===== src/rtl/crack_job_dispatcher.sv =====
// crack_job_dispatcher
// Splits the first-character index space of the cracker into CHUNK-wide
// ranges, offers them one at a time to idle workers over valid/ready, and
// reduces the per-worker done/found reports into a single job result.
// The first found report aborts every worker and ends the job.
// Build option: define CRACK_CYCLE_COUNT_EN to build the job cycle counter;
// without it cycle_count is tied to zero.
//
// state    | meaning
// IDLE     | waiting for start; start latches the target password
// DISPATCH | offering ranges to idle workers and collecting reports
// DRAIN    | every range handed out; waiting for outstanding workers
// FINISH   | one-cycle job_done pulse, then back to IDLE
module crack_job_dispatcher #(
   parameter int NUM_WORKERS  = 9,
   parameter int CHARSET_SIZE = 36,
   parameter int CHUNK        = 4,
   parameter int IDX_W        = 6,
   parameter int PW_W         = 32
) (
   input  logic                           clk,
   input  logic                           rst,
   input  logic                           start,
   input  logic [PW_W-1:0]                target_pw,
   output logic                           busy,
   output logic [PW_W-1:0]                worker_pw,
   output logic [IDX_W-1:0]               worker_from,
   output logic [IDX_W-1:0]               worker_to,
   output logic [NUM_WORKERS-1:0]         worker_valid,
   input  logic [NUM_WORKERS-1:0]         worker_ready,
   input  logic [NUM_WORKERS-1:0]         worker_done,
   input  logic [NUM_WORKERS-1:0]         worker_found,
   output logic                           worker_abort,
   output logic                           job_found,
   output logic [$clog2(NUM_WORKERS)-1:0] found_worker,
   output logic                           job_done,
   output logic [31:0]                    cycle_count
);

   localparam int FW_W = $clog2(NUM_WORKERS);

   // One extra index bit so that stepping past the last range cannot wrap.
   localparam logic [IDX_W:0]       CHUNK_X = (IDX_W+1)'(CHUNK);
   localparam logic [IDX_W:0]       SIZE_X  = (IDX_W+1)'(CHARSET_SIZE);
   localparam logic [IDX_W:0]       ONE_X   = (IDX_W+1)'(1);
   localparam logic [IDX_W-1:0]     LAST_I  = IDX_W'(CHARSET_SIZE - 1);
   localparam logic [NUM_WORKERS-1:0] LANE0 = NUM_WORKERS'(1);

   typedef enum logic [1:0] {
      IDLE     = 2'd0,
      DISPATCH = 2'd1,
      DRAIN    = 2'd2,
      FINISH   = 2'd3
   } state_t;

   state_t                 state;
   logic [NUM_WORKERS-1:0] outstanding;
   logic [IDX_W:0]         next_from;

   logic [NUM_WORKERS-1:0] hit;
   logic [NUM_WORKERS-1:0] accept;
   logic [NUM_WORKERS-1:0] still_out;
   logic [IDX_W:0]         from_adv;
   logic [IDX_W:0]         to_full;
   logic [IDX_W-1:0]       to_clip;
   logic                   have_idle;
   logic                   have_hit;
   logic [FW_W-1:0]        idle_idx;
   logic [FW_W-1:0]        hit_idx;

   // Only reports from workers that actually hold a range count.
   assign hit       = worker_found & outstanding;
   assign accept    = worker_valid & worker_ready;
   assign still_out = outstanding & ~worker_done;
   assign from_adv  = next_from + CHUNK_X;
   assign to_full   = from_adv - ONE_X;
   assign to_clip   = (to_full > {1'b0, LAST_I}) ? LAST_I : to_full[IDX_W-1:0];

   // Lowest-index idle worker and lowest-index finder.
   always_comb begin
      have_idle = 1'b0;
      idle_idx  = '0;
      have_hit  = 1'b0;
      hit_idx   = '0;
      for (int i = NUM_WORKERS - 1; i >= 0; i--) begin
         if (!outstanding[i]) begin
            have_idle = 1'b1;
            idle_idx  = FW_W'(i);
         end
         if (hit[i]) begin
            have_hit = 1'b1;
            hit_idx  = FW_W'(i);
         end
      end
   end

   // Job sequencing, offer generation and result registers.
   always_ff @(posedge clk or posedge rst) begin
      if (rst) begin
         state        <= IDLE;
         outstanding  <= '0;
         next_from    <= '0;
         busy         <= 1'b0;
         worker_pw    <= '0;
         worker_from  <= '0;
         worker_to    <= '0;
         worker_valid <= '0;
         worker_abort <= 1'b0;
         job_found    <= 1'b0;
         found_worker <= '0;
         job_done     <= 1'b0;
      end else begin
         worker_abort <= 1'b0;
         job_done     <= 1'b0;
         case (state)
            IDLE: begin
               if (start) begin
                  worker_pw    <= target_pw;
                  job_found    <= 1'b0;
                  found_worker <= '0;
                  outstanding  <= '0;
                  next_from    <= '0;
                  busy         <= 1'b1;
                  state        <= DISPATCH;
               end
            end
            DISPATCH: begin
               if (have_hit) begin
                  // A hit outranks any done or handshake in the same cycle.
                  worker_abort <= 1'b1;
                  worker_valid <= '0;
                  outstanding  <= '0;
                  job_found    <= 1'b1;
                  found_worker <= hit_idx;
                  job_done     <= 1'b1;
                  busy         <= 1'b0;
                  state        <= FINISH;
               end else begin
                  outstanding <= still_out | accept;
                  if (|accept) begin
                     worker_valid <= '0;
                     next_from    <= from_adv;
                     if (from_adv >= SIZE_X) begin
                        state <= DRAIN;
                     end
                  end else if (!(|worker_valid) && have_idle) begin
                     worker_valid <= LANE0 << idle_idx;
                     worker_from  <= next_from[IDX_W-1:0];
                     worker_to    <= to_clip;
                  end
               end
            end
            DRAIN: begin
               if (have_hit) begin
                  worker_abort <= 1'b1;
                  worker_valid <= '0;
                  outstanding  <= '0;
                  job_found    <= 1'b1;
                  found_worker <= hit_idx;
                  job_done     <= 1'b1;
                  busy         <= 1'b0;
                  state        <= FINISH;
               end else begin
                  outstanding <= still_out;
                  // Finish on the same edge as the last done so job_done
                  // trails it by one cycle.
                  if (still_out == '0) begin
                     job_done <= 1'b1;
                     busy     <= 1'b0;
                     state    <= FINISH;
                  end
               end
            end
            FINISH: begin
               state <= IDLE;
            end
            default: begin
               state <= IDLE;
            end
         endcase
      end
   end

`ifdef CRACK_CYCLE_COUNT_EN
   logic [31:0] cycle_q;

   // Job length counter: cleared on accepted start, saturating while busy.
   always_ff @(posedge clk or posedge rst) begin
      if (rst) begin
         cycle_q <= '0;
      end else if (state == IDLE && start) begin
         cycle_q <= '0;
      end else if (busy && cycle_q != 32'hFFFF_FFFF) begin
         cycle_q <= cycle_q + 32'd1;
      end
   end

   assign cycle_count = cycle_q;
`else
   assign cycle_count = '0;
`endif

endmodule


===== config.mk =====
export PLATFORM = sky130hd
export DESIGN_NAME = crack_job_dispatcher
export DESIGN_NICKNAME = d
export VERILOG_FILES = /design/src/rtl/crack_job_dispatcher.sv
export SDC_FILE = /design/constraint.sdc
export NUM_CORES = 1
export LEC_CHECK = 0
export CAP_MARGIN = 20
export CORE_ASPECT_RATIO = 0.5
export CORE_MARGIN = 3
export CORE_UTILIZATION = 47
export DETAILED_ROUTE_END_ITERATION = 6
export PLACE_DENSITY_LB_ADDON = 0.05
export SETUP_SLACK_MARGIN = 0.4
export SYNTH_ARGS = -nofsm -noshare
export SYNTH_HDL_FRONTEND = slang
export SYNTH_SLANG_ARGS = --single-unit
export TNS_END_PERCENT = 5

===== constraint.sdc =====
create_clock -name clk -period 5.06 [get_ports clk]
set_input_delay 1.265 -clock clk [delete_from_list [all_inputs] [get_ports clk]]
set_output_delay 1.265 -clock clk [all_outputs]
set_load 0.02 [all_outputs]

After elaboration in Yosys (flattened, before gate mapping)
Cells that the tools add are included.
{"block": "classes", "add_sub_neg": 2, "magnitude_cmp": 2, "n_eq_ne": 13, "n_shift": 1, "muxes": 73, "bitwise_logic": 7, "reduce_logical": 19}
{"op": "4-bit two-way mux", "count": 20}
{"op": "9-bit two-way mux", "count": 7}
{"op": "1-bit two-way mux", "count": 28}
{"op": "9-bit bitwise AND", "count": 3}
{"op": "9-bit one-hot mux with 3 select lines", "count": 1}
{"op": "7-bit two-way mux", "count": 3}
{"op": "9-bit one-hot mux with 2 select lines", "count": 1}
{"op": "9-bit OR reduction", "count": 2}
{"op": "4-bit AND reduction", "count": 4}
{"op": "7-bit one-hot mux with 2 select lines", "count": 1}
{"op": "2-bit two-way mux", "count": 6}
{"op": "2-bit != test, second input constant", "count": 5}
{"op": "9-bit zero test", "count": 1}
{"op": "3-bit != test, second input constant", "count": 3}
{"op": "9-bit inverter", "count": 1}
{"op": "9-bit OR", "count": 1}
{"op": "1-bit by 4-bit << shifter with 9-bit output, first input constant", "count": 1}
{"op": "2-bit one-hot mux with 4 select lines", "count": 1}
{"op": "4-bit one-hot mux with 2 select lines", "count": 1}
{"op": "7-bit by 3-bit adder with 7-bit output, second input constant", "count": 1}
{"op": "7-bit by 6-bit >= comparator with 1-bit output, second input constant", "count": 1}
{"op": "7-bit by 6-bit greater-than comparator with 1-bit output, second input constant", "count": 1}
{"op": "7-bit by 1-bit subtractor with 7-bit output, second input constant", "count": 1}
{"op": "6-bit two-way mux", "count": 1}
{"op": "15 further kinds", "count": 22}
{"block": "totals", "reg_bits": 79, "input_bits": 62, "word_cells": 129}

Depth between registers and ports, before layout
{"block": "logic_depth", "depth_word": 14, "ltp_mapped": 9, "ltp_nobuf": 8}

Least setup slack after synthesis
No wires, ideal clock.
{"block": "synth_path", "path_kind": "input -> register", "startpoint": "input port worker_found[2]", "endpoint": "register state[1]", "setup_ns": 0.125, "t_arrival_ns": 2.888, "slack_ns": 2.048, "path_stages": 7, "n_path_buf": 1, "path_cell_list": "a222oi_1 > nand3_2 > or2_1 > buf_6 > o32a_1 > nand3_1 > mux2_2"}
{"block": "synth_via", "elab_chain_cells": 6}
{"item": "start, declared", "line_no": "32", "source": "input logic [NUM_WORKERS-1:0] worker_found,"}
{"item": "9-bit bitwise AND (*)", "line_no": "72", "source": "assign hit = worker_found & outstanding;"}
{"item": "1-bit two-way mux (*) (3 in a row)", "line_no": "90", "source": "if (hit[i]) begin"}
{"item": "3-bit != test (no line), or another cell as far along"}
{"item": "4-bit AND reduction (no line) / 2-bit one-hot mux with 4 select lines (equally long branches)"}
{"item": "end signal, assigned", "line_no": "100", "source": "state <= IDLE;"}
{"item": "end signal, assigned", "line_no": "124", "source": "state <= DISPATCH;"}
{"item": "end signal, assigned", "line_no": "137", "source": "state <= FINISH;"}
{"item": "end, declared", "line_no": "56", "source": "state_t state;"}
Mark *: on every way between the ends. The rest lies on a longest branch, timed or not.
A chain may end at the register's enable or synchronous reset.

Worst setup path in the final report
{"block": "layout_path", "startpoint": "input port worker_found[2]", "endpoint": "register worker_to[3]"}
{"block": "layout_via", "elab_chain_cells": 6}
{"item": "9-bit bitwise AND", "line_no": "72"}
{"item": "1-bit two-way mux (3 in a row)", "line_no": "90"}
{"item": "1-bit inverter (no line)"}
{"item": "4-bit AND reduction (no line)"}
{"item": "end signal, assigned", "line_no": "149", "source": "worker_to <= to_clip;"}
{"item": "end, declared", "line_no": "28", "source": "output logic [IDX_W-1:0] worker_to,"}
Every way passes these cells.

==> impl_metrics.toml <==
[global_routing]
overflow = 0
grt_util_all_layers_pct = 22.11
grt_antenna_before_repair = 0
grt_pass1_wl_um = 16910
number_of_global_route_vias_before_repair = 3339
pin_count_of_the_biggest_net_entering_global_routing = 51

[run_status]
run_status = "complete, no violations"

[sta]
postLayoutSetupSlackWorst_ns = 1.553
fin_hold_viols = 0
remaining_max_slew_budget_at_the_tightest_pin_pct = 49.24
worst_pin_slew_ns = 0.7581
finalCritPeriodShare_pct = 69.30
rsz0062_at_grt = "false"
drv_slew = 0
min_period_ns = 3.507
setup_viol_count_final = 0
max_clock_freq_mhz = 285.2
max_clock_skew_ns = 0.006183
fin_tns_setup_ns = 0

[final_layout]
fin_area_um2 = 5389
antenna_cells = 0
proportion_of_layout_cells_with_a_drive_suffix_above_1_pct = 11.74
syn_to_final_growth_pct = 36.69
layout.core_utilization_pct = 69.67
final.fill_count = 604
nets = 561

[clock_network]
ctsLongestPathBuffers = 2
clk_pin_slew_ns = 0.06
clk_latency_worst_skew_pair_ns = 0.33
numClockSinks = 74
cts_inserted_buffers = 9
postCtsHoldBufs = 0
resized_gates_after_cts = 0
root_buffer = "sky130_fd_sc_hd__clkbuf_16"
cts_tree = "done"
cts_post_setup_buffers_inserted = 0
htreeDepth = 3

[synthesis]
fraction_of_synthesis_flops_using_an_asynchronous_set_or_reset_pin_pct = 100.0
netlist.top_cell.by_area = "sky130_fd_sc_hd__dfrtp_1"
synth_warnings = 0
synth_top_area_share_pct = 46.97
mean_instance_size_in_the_synthesized_netlist_um2 = 10.51
synth_commonest_cells = "sky130_fd_sc_hd__dfrtp_1 (74), sky130_fd_sc_hd__buf_4 (35), sky130_fd_sc_hd__mux2_2 (33), sky130_fd_sc_hd__nand2_1 (24), sky130_fd_sc_hd__o21ai_0 (22)"
post-synth-top-count-cell = "sky130_fd_sc_hd__dfrtp_1"
syn-instance-count = 375
post_synth_instance_area_um2 = 3943
synth_cell_type_count = 54
synth_top_flop_cell = "sky130_fd_sc_hd__dfrtp_1"
synth_enable_flop_cells = 0
synth_seq_area_share_pct = 46.97
netlist_top_cells_area = "sky130_fd_sc_hd__dfrtp_1 (47%), sky130_fd_sc_hd__mux2_2 (9.4%), sky130_fd_sc_hd__buf_4 (6.7%)"
ys_ff_latch = 74

[setup_path]
worst-path-max-fanout = 13
path_buf_inv = 1
cp_data_required_time_ns = 5.33
worst_ep_arrival_time_ns = 3.78
critical-path-slowest-cell = "sky130_fd_sc_hd__a222oi_1"
worst_setup_path_category = "input port to flop"
crit_family = "compound AO/OA/AOI/OAI gates"
crit_chain = "clkdlybuf4s50_1 -> a222oi_1 -> nand3_2 -> nor2_1 -> nand3_1 -> a211oi_1 -> a22o_1"
kind_of_launch_point_of_the_worst_setup_path = "input port"
end_kind = "flop"
critical-path-max-stage-delay_ns = 0.44

[die]
placementRows = 22
num_io_pins = 155
core_area_um2 = 7735
initial_utilization_pct = 50.97
die-height_um = 70.77
dieArea_um2 = 9590
fp.dieW_um = 135.5

[placed_design]
port-buffer-count = 120
detailedPlacementHpwl_um = 7970
placed_instance_area_um2 = 5075
routabilityCongestion = 0.9041
setup_slack_placement_ns = 1.242

[route]
wirelength_um = 10400
drt_iter0_drc = 235
drt_pre_antenna_iters = 4
drc_errors = 0
ant_nets = 0
detail_route.wl_per_cell_um = 17.28
routed-via-count = 3311
via_per_inst = 5.500

[power_and_ir_drop]
powerDensity_nw_per_um2 = 542.1
p_leak_nw = 2.335
vdd_ir_drop_max_uv = 346.4

[hold_path]
kind_of_path_behind_the_tightest_hold_check = "flop to flop"

[flow_run]
number_of_max_capacitance_violations_reported = 0
[final timing paths]
kind / cells after the start / endpoint / start / slack [ns]
setup reg to reg: 6 / worker_to[3] / outstanding[1] / 2.37
max in group asynchronous: 4 / job_done / rst / 3.04
hold / removal: 2 / worker_from[4] / worker_from[4] / 0.48
setup / recovery: 7 / worker_to[3] / worker_found[2] / 1.55
hold reg to reg: 2 / worker_from[4] / worker_from[4] / 0.48
min in group asynchronous: 2 / worker_pw[8] / rst / 1.15
[area by class of cell]
type	count	area [µm²]	area share (%)
multi-input combinational	263	1800	33.41
clock buffer	9	225.2	4.179
timing repair buffer	123	1236	22.94
sequential	74	1852	34.36
tap	108	135.1	2.508
inverter	19	71.32	1.323
clock inverter	6	68.82	1.277
[cell families (layout without fill, tap and decap cells)]
family / Yosys count / count (layout) / synth area share [%]
other cells: 1 / 34 / 0.09512
buf+inv: 71 / 157 / 10.50
flops: 74 / 74 / 46.97
compound gates: 95 / 95 / 17.65
fa+ha+maj: 9 / 9 / 2.856
xor+xnor: 2 / 2 / 0.4444
mux: 35 / 35 / 9.933
simple gates: 88 / 88 / 11.55
[worst min-delay path, cell delays in order, from the launching register on]
cell	delay, ns
sky130_fd_sc_hd__dfrtp_1	0.34
sky130_fd_sc_hd__nand2_1	0.05
sky130_fd_sc_hd__nand2_1	0.06
[layout by cell type (no fill, tap or decap), drive strengths merged, types with 2 or more instances in the layout]
master,count
and4,3
nand3,11
a21boi,3
clkbuf,9
inv,19
ha,9
a222oi,3
and3,5
or2,2
mux2i,2
clkdlybuf4s50,120
nor4,2
a211oi,2
and2,2
dfrtp,74
o2bb2ai,4
a32o,10
a22oi,7
a41o,2
o211ai,2
nand2b,7
nand4,5
nand2,24
a22o,14
nor2,19
nor3,4
o31ai,4
buf,3
o21ai,24
mux2,33
clkinv,4
conb,34
a21oi,12
[registers in the layout, summed over array words and instances, names as in the netlist]
name	cells
busy	1
found_worker	4
job_done	1
job_found	1
next_from	5
outstanding	9
state	2
worker_abort	1
worker_from	4
worker_pw	32
worker_to	5
worker_valid	9
[metal layers]
layer / track usage (%) / share of wire [%]
met3: 9.020 / 9.5
met2: 36.89 / 48
met4: 6.034 / 1.2
met5: 0 / 0
met1: 26.83 / 41
[power by group]
| part | internal, mW | switching (mW) |
|---|---|---|
| logic | 0.641 | 0.738 |
| registers | 0.779 | 0.140 |
| clock network | 0.380 | 0.244 |
[through the flow]
stage	total power, mW	cells	hold WS, ns
floorplan	1.759	408	0.5269
global placement	2.260	586	0.4721
detailed placement	2.299	586	0.4736
CTS	2.938	601	0.4873
global route	3.108	602	0.5091
finish	2.921	602	0.4832
No activity file was read; power rests on OpenSTA's default activity.
